`config.mk`:
```
export PLATFORM = sky130hd
export DESIGN_NAME = digit_scan_counter
export DESIGN_NICKNAME = d
export VERILOG_FILES = /design/src/rtl/digit_scan_counter.sv
export SDC_FILE = /design/constraint.sdc
export NUM_CORES = 1
export LEC_CHECK = 0
export ABC_AREA = 0
export CAP_MARGIN = 10
export CORE_MARGIN = 2
export CORE_UTILIZATION = 30
export DETAILED_ROUTE_END_ITERATION = 16
export GPL_TIMING_DRIVEN = 1
export MAX_ROUTING_LAYER = met4
export PLACE_DENSITY = 0.46
export SYNTH_ARGS = -nofsm -noshare
export SYNTH_HDL_FRONTEND = slang
export SYNTH_SLANG_ARGS = --single-unit
```
`constraint.sdc`:
```
create_clock -name clk -period 2.5 [get_ports clk]
set_input_delay 0.25 -clock clk [delete_from_list [all_inputs] [get_ports clk]]
set_output_delay 0.25 -clock clk [all_outputs]
set_load 0.02 [all_outputs]
```
`src/rtl/digit_scan_counter.sv`:
```
// digit_scan_counter: debounced BCD event counter with time-multiplexed digit scan.
// Optional feature macro: LEADING_ZERO_BLANK_EN (blank leading-zero digit slots).
`default_nettype none

module digit_scan_counter #(
    parameter int NUM_DIGITS      = 4,
    parameter int SCAN_DIV        = 50000,
    parameter int DEBOUNCE_CYCLES = 500000
) (
    input  logic                  clk,
    input  logic                  rst_n,
    input  logic                  btn_up,
    input  logic                  btn_clr,
    input  logic                  count_en,
    output logic [3:0]            digit_code,
    output logic [NUM_DIGITS-1:0] digit_sel_n,
    output logic                  wrap
);

    localparam int DB_W  = $clog2(DEBOUNCE_CYCLES);
    localparam int PRE_W = $clog2(SCAN_DIV);
    localparam int IDX_W = $clog2(NUM_DIGITS);
    localparam logic [NUM_DIGITS-1:0] SEL_ONE = {{(NUM_DIGITS-1){1'b0}}, 1'b1};

    // Button index 0 is btn_up, index 1 is btn_clr.
    logic [1:0]            sync1_q, sync2_q, acc_q;
    logic [DB_W-1:0]       db_cnt_q [2];
    logic                  up_prev_q;
    logic                  inc;

    logic [NUM_DIGITS-1:0][3:0] digits_q, digits_d;
    logic                  wrap_q, wrap_d;
    logic [PRE_W-1:0]      pre_q, pre_d;
    logic [IDX_W-1:0]      idx_q, idx_d;
    logic [3:0]            code_q, code_d;
    logic [NUM_DIGITS-1:0] sel_q, sel_d;

    always_ff @(posedge clk or negedge rst_n) begin
        if (!rst_n) begin
            sync1_q   <= '0;
            sync2_q   <= '0;
            acc_q     <= '0;
            up_prev_q <= 1'b0;
            for (int b = 0; b < 2; b++) db_cnt_q[b] <= '0;
        end else begin
            sync1_q   <= {btn_clr, btn_up};
            sync2_q   <= sync1_q;
            up_prev_q <= acc_q[0];
            // Counter runs only while the sample disagrees with the accepted level.
            for (int b = 0; b < 2; b++) begin
                if (sync2_q[b] == acc_q[b]) begin
                    db_cnt_q[b] <= '0;
                end else if (db_cnt_q[b] == DB_W'(DEBOUNCE_CYCLES - 1)) begin
                    db_cnt_q[b] <= '0;
                    acc_q[b]    <= sync2_q[b];
                end else begin
                    db_cnt_q[b] <= db_cnt_q[b] + 1'b1;
                end
            end
        end
    end

    assign inc = acc_q[0] & ~up_prev_q;

    always_comb begin
        logic carry;
        digits_d = digits_q;
        wrap_d   = 1'b0;
        carry    = 1'b0;
        if (acc_q[1]) begin
            digits_d = '0;
        end else if (inc && count_en) begin
            carry = 1'b1;
            for (int i = 0; i < NUM_DIGITS; i++) begin
                if (carry) begin
                    if (digits_q[i] == 4'd9) begin
                        digits_d[i] = 4'd0;
                    end else begin
                        digits_d[i] = digits_q[i] + 4'd1;
                        carry       = 1'b0;
                    end
                end
            end
            wrap_d = carry;
        end
    end

    always_comb begin
        pre_d = pre_q + 1'b1;
        idx_d = idx_q;
        if (pre_q == PRE_W'(SCAN_DIV - 1)) begin
            pre_d = '0;
            idx_d = (idx_q == IDX_W'(NUM_DIGITS - 1)) ? '0 : idx_q + 1'b1;
        end
        code_d = digits_q[idx_d];
        sel_d  = ~(SEL_ONE << idx_d);
`ifdef LEADING_ZERO_BLANK_EN
        begin
            logic blank;
            blank = (idx_d != '0);
            for (int i = 0; i < NUM_DIGITS; i++) begin
                if ((i >= int'(idx_d)) && (digits_q[i] != 4'd0)) blank = 1'b0;
            end
            if (blank) sel_d = '1;
        end
`endif
    end

    always_ff @(posedge clk or negedge rst_n) begin
        if (!rst_n) begin
            digits_q <= '0;
            wrap_q   <= 1'b0;
            pre_q    <= '0;
            idx_q    <= '0;
            code_q   <= 4'd0;
            sel_q    <= ~SEL_ONE;
        end else begin
            digits_q <= digits_d;
            wrap_q   <= wrap_d;
            pre_q    <= pre_d;
            idx_q    <= idx_d;
            code_q   <= code_d;
            sel_q    <= sel_d;
        end
    end

    assign digit_code  = code_q;
    assign digit_sel_n = sel_q;
    assign wrap        = wrap_q;

endmodule

`default_nettype wire

```
==> flow_metrics.env <==
export IMPL_multiInputGateArea_um2=1893
export IMPL_status="completed"
export IMPL_finalSetupViolations=0
export IMPL_fp_dieH_um=123.0
export IMPL_dpl_hpwl_um=5463
export IMPL_netlist_instances=425
export IMPL_netlist_area_um2=4252
export IMPL_ctsHtreeMaxLevel=3
export IMPL_path_cells="ha_1 > and3_1 > and4_4 > mux2i_2 > inv_2 > nand2_1 > a22oi_1"
export IMPL_critPathKind="flop to flop"
export IMPL_coreArea_um2=13880
export IMPL_hold_viol=0
export IMPL_fill_cells=1415
export IMPL_postSynthAreaPerCell_um2=10.00
export IMPL_cts_buffer_depth=2
export IMPL_ys_flop_type="dfrtp_1"
export IMPL_hold_ws_ns=0.3475
export IMPL_tns_ns=0
export IMPL_io_pins=14
export IMPL_clock_sinks=88
export IMPL_grt_pass1_wl_um=13720
export IMPL_syn_nets=442
export IMPL_wire_per_inst_um=12.76
export IMPL_cts_tree="yes"
export IMPL_grt_use_total_pct=11.95
export IMPL_arrival_ns=2.46
export IMPL_seq_area_um2=2206
export IMPL_clock_latency_ns=0.34
export IMPL_hold_class="flop to flop"
export IMPL_grt_max_degree=50
export IMPL_start_util_pct=30.63
export IMPL_required_ns=2.71
export IMPL_cp_num_buf_inv=1
export IMPL_die_w_um=123.0
export IMPL_finalNetCount=458
export IMPL_die_area_um2=15140
export IMPL_drc_errors=0
export IMPL_portBuffers=13
export IMPL_antenna_found_initial=0
export IMPL_synth_cell_types=51
export IMPL_antenna_cells=0
export IMPL_cts_inserted_buffers=9
export IMPL_syn2layout_area_growth_pct=14.69
export IMPL_path_delay_family="simple AND/OR/NAND/NOR gates"
export IMPL_ir_drop_mv=0.3886
export IMPL_ctsRootBufferMaster="clkbuf_16"
export IMPL_relSlewSlack_pct=60.07
export IMPL_vias=2851
export IMPL_end_kind="flop"
export IMPL_yosys_register_bits=88
export IMPL_synth_edff_count=0
export IMPL_ys_seq_area_share_pct=51.88
export IMPL_tightestPinTransition_ns=0.5935
export IMPL_fin_crit_sh_pct=89.75
export IMPL_cellLeakagePower_uw=0.002098
export IMPL_final_layout_size_suffix_gt1_share_pct=8.520
export IMPL_fp_row_count=43
export IMPL_grt_overflow=0
export IMPL_drt_iter0_markers=121
export IMPL_cp_slowest_cell="mux2i_2"
export IMPL_final_setup_skew_ns=0.008809
export IMPL_yosys_warnings=0
export IMPL_final_util_pct=35.13
export IMPL_firstDrtPassIters=4
export IMPL_cp_start_kind="flop"
export IMPL_routed_via_density=4.554
export IMPL_gp_congestion=0.7279
export IMPL_cpPeakStageDelay_ns=0.55
export IMPL_final_min_clock_period_ns=2.244
export IMPL_rsz0062_at_grt="no"
export IMPL_powerDensity_nw_per_um2=603.5
export IMPL_cts_setup_buffers=0
export IMPL_drt_wl_total_um=7986
export IMPL_fmaxAchievable_mhz=445.7
export IMPL_grt_pass1_vias=2851
export IMPL_synthArstFlopShare_pct=100.0
export IMPL_clk_pin_slew_ns=0.06
export IMPL_ant_nets=0
export IMPL_maxSlewViolCount=0
export IMPL_drv_cap=0
export IMPL_cp_max_fo=11
layer usage:
| metal | global-route usage (%) | share of wire, % |
|---|---|---|
| met5 | - | 0 |
| met4 | 4.688 | 1.8 |
| met3 | 3.367 | 3.7 |
| met1 | 15.12 | 49 |
| met2 | 18.16 | 46 |
power by group:
| part | switching [uW] | internal, uW |
|---|---|---|
| clock network | 555 | 877 |
| logic | 46.8 | 19.3 |
| registers | 9.58 | 1440 |
| total | 611 | 2330 |
cell families (layout without fill, tap and decap cells):
group	after synthesis	in the layout	synth area share (%)
compound gates	34	34	4.532
flops	88	88	51.88
fa+ha+maj	12	12	3.531
buf+inv	30	51	3.590
simple gates	202	202	23.87
xor+xnor	52	52	10.71
mux	7	7	1.884
cell usage in the layout, fill, tap and decap left out, types with 13 or more instances in the layout:
cell	count
nor2_1	77
nand2_1	37
dfrtp_1	85
inv_1	17
nand3_1	26
a21oi_1	17
xnor2_1	35
xor2_1	17
nor3_1	13
cell usage after synthesis, types with 2 or more instances:
master    count  area share, %
a21oi_1      17            2.0
a22oi_1       4           0.71
and3_1        6           0.88
and3b_1       3           0.62
and4_1        2           0.41
and4bb_1      2           0.59
buf_2         4           0.47
buf_4         2           0.35
buf_6         2           0.53
clkbuf_1      2           0.18
dfrtp_1      85             50
dfstp_2       3            1.9
ha_1         12            3.5
inv_1        17            1.5
mux2_2        2           0.53
mux2i_1       3           0.71
mux2i_2       2           0.65
nand2_1      37            3.3
nand3_1      26            3.1
nand3b_1      3           0.53
nand4_1       5           0.74
nor2_1       77            6.8
nor2b_1       3           0.44
nor3_1       13            1.5
nor3_2        2           0.47
nor4_1        4           0.59
o21ai_0       7           0.82
o22ai_1       2           0.29
or2_2         3           0.44
or3_1         3           0.44
or4_1         2           0.35
xnor2_1      35            7.2
xor2_1       17            3.5
worst paths after layout:
check                           start  slack, ns        endpoint  cells past startpoint
setup reg to reg             pre_q[0]       0.26   digit_code[3]                      7
hold / removal             sync1_q[0]       0.35      sync2_q[0]                      0
setup / recovery             pre_q[0]       0.26   digit_code[3]                      7
min in group asynchronous       rst_n       0.44    db_cnt_q[20]                      2
max in group asynchronous       rst_n       1.36  digit_sel_n[2]                      3
hold reg to reg            sync1_q[0]       0.35      sync2_q[0]                      0
area by class of cell:
cell class,instances,share of cell area (%)
Clock buffer,11,4.773
Clock inverter,5,1.617
Inverter,18,1.386
Multi-Input combinational cell,307,38.82
Sequential cell,88,45.24
Tap cell,180,4.619
Timing Repair Buffer,17,3.541
metrics by stage:
stage                     worst slack (ns)  cell area (um2)  cells  total power [uW]
after detailed placement            0.2665             4554    609              1540
after floorplan                     0.6569             4252    425              1495
after global routing               0.01713             4876    626              3060
after CTS                           0.2476             4876    626              2994
final                               0.2563             4876    626              2942
after global placement              0.3581             4554    609              1540
worst register-to-register path, cell delays in order (launching register included):
cell and delay (ns):
dfrtp_1 0.38, ha_1 0.19, and3_1 0.24, and4_4 0.34
mux2i_2 0.55, inv_2 0.20, nand2_1 0.12, a22oi_1 0.09
state kept, by name, indices dropped and copies added, names as in the netlist, 2 cells and up:
| signal | flops |
|---|---|
| idx_q | 2 |
| pre_q | 16 |
| db_cnt_q | 38 |
| sync1_q | 2 |
| sync2_q | 2 |
| digit_code | 4 |
| digits_q | 16 |
| digit_sel_n | 4 |
| acc_q | 2 |
repair_timing:
action | 4_1_cts | 5_1_grt
hold endpoints to repair | 39 | 0
hold buffers | 1 | 0
resized for setup | 0 | 0
Power figures use the tool's default switching activity.
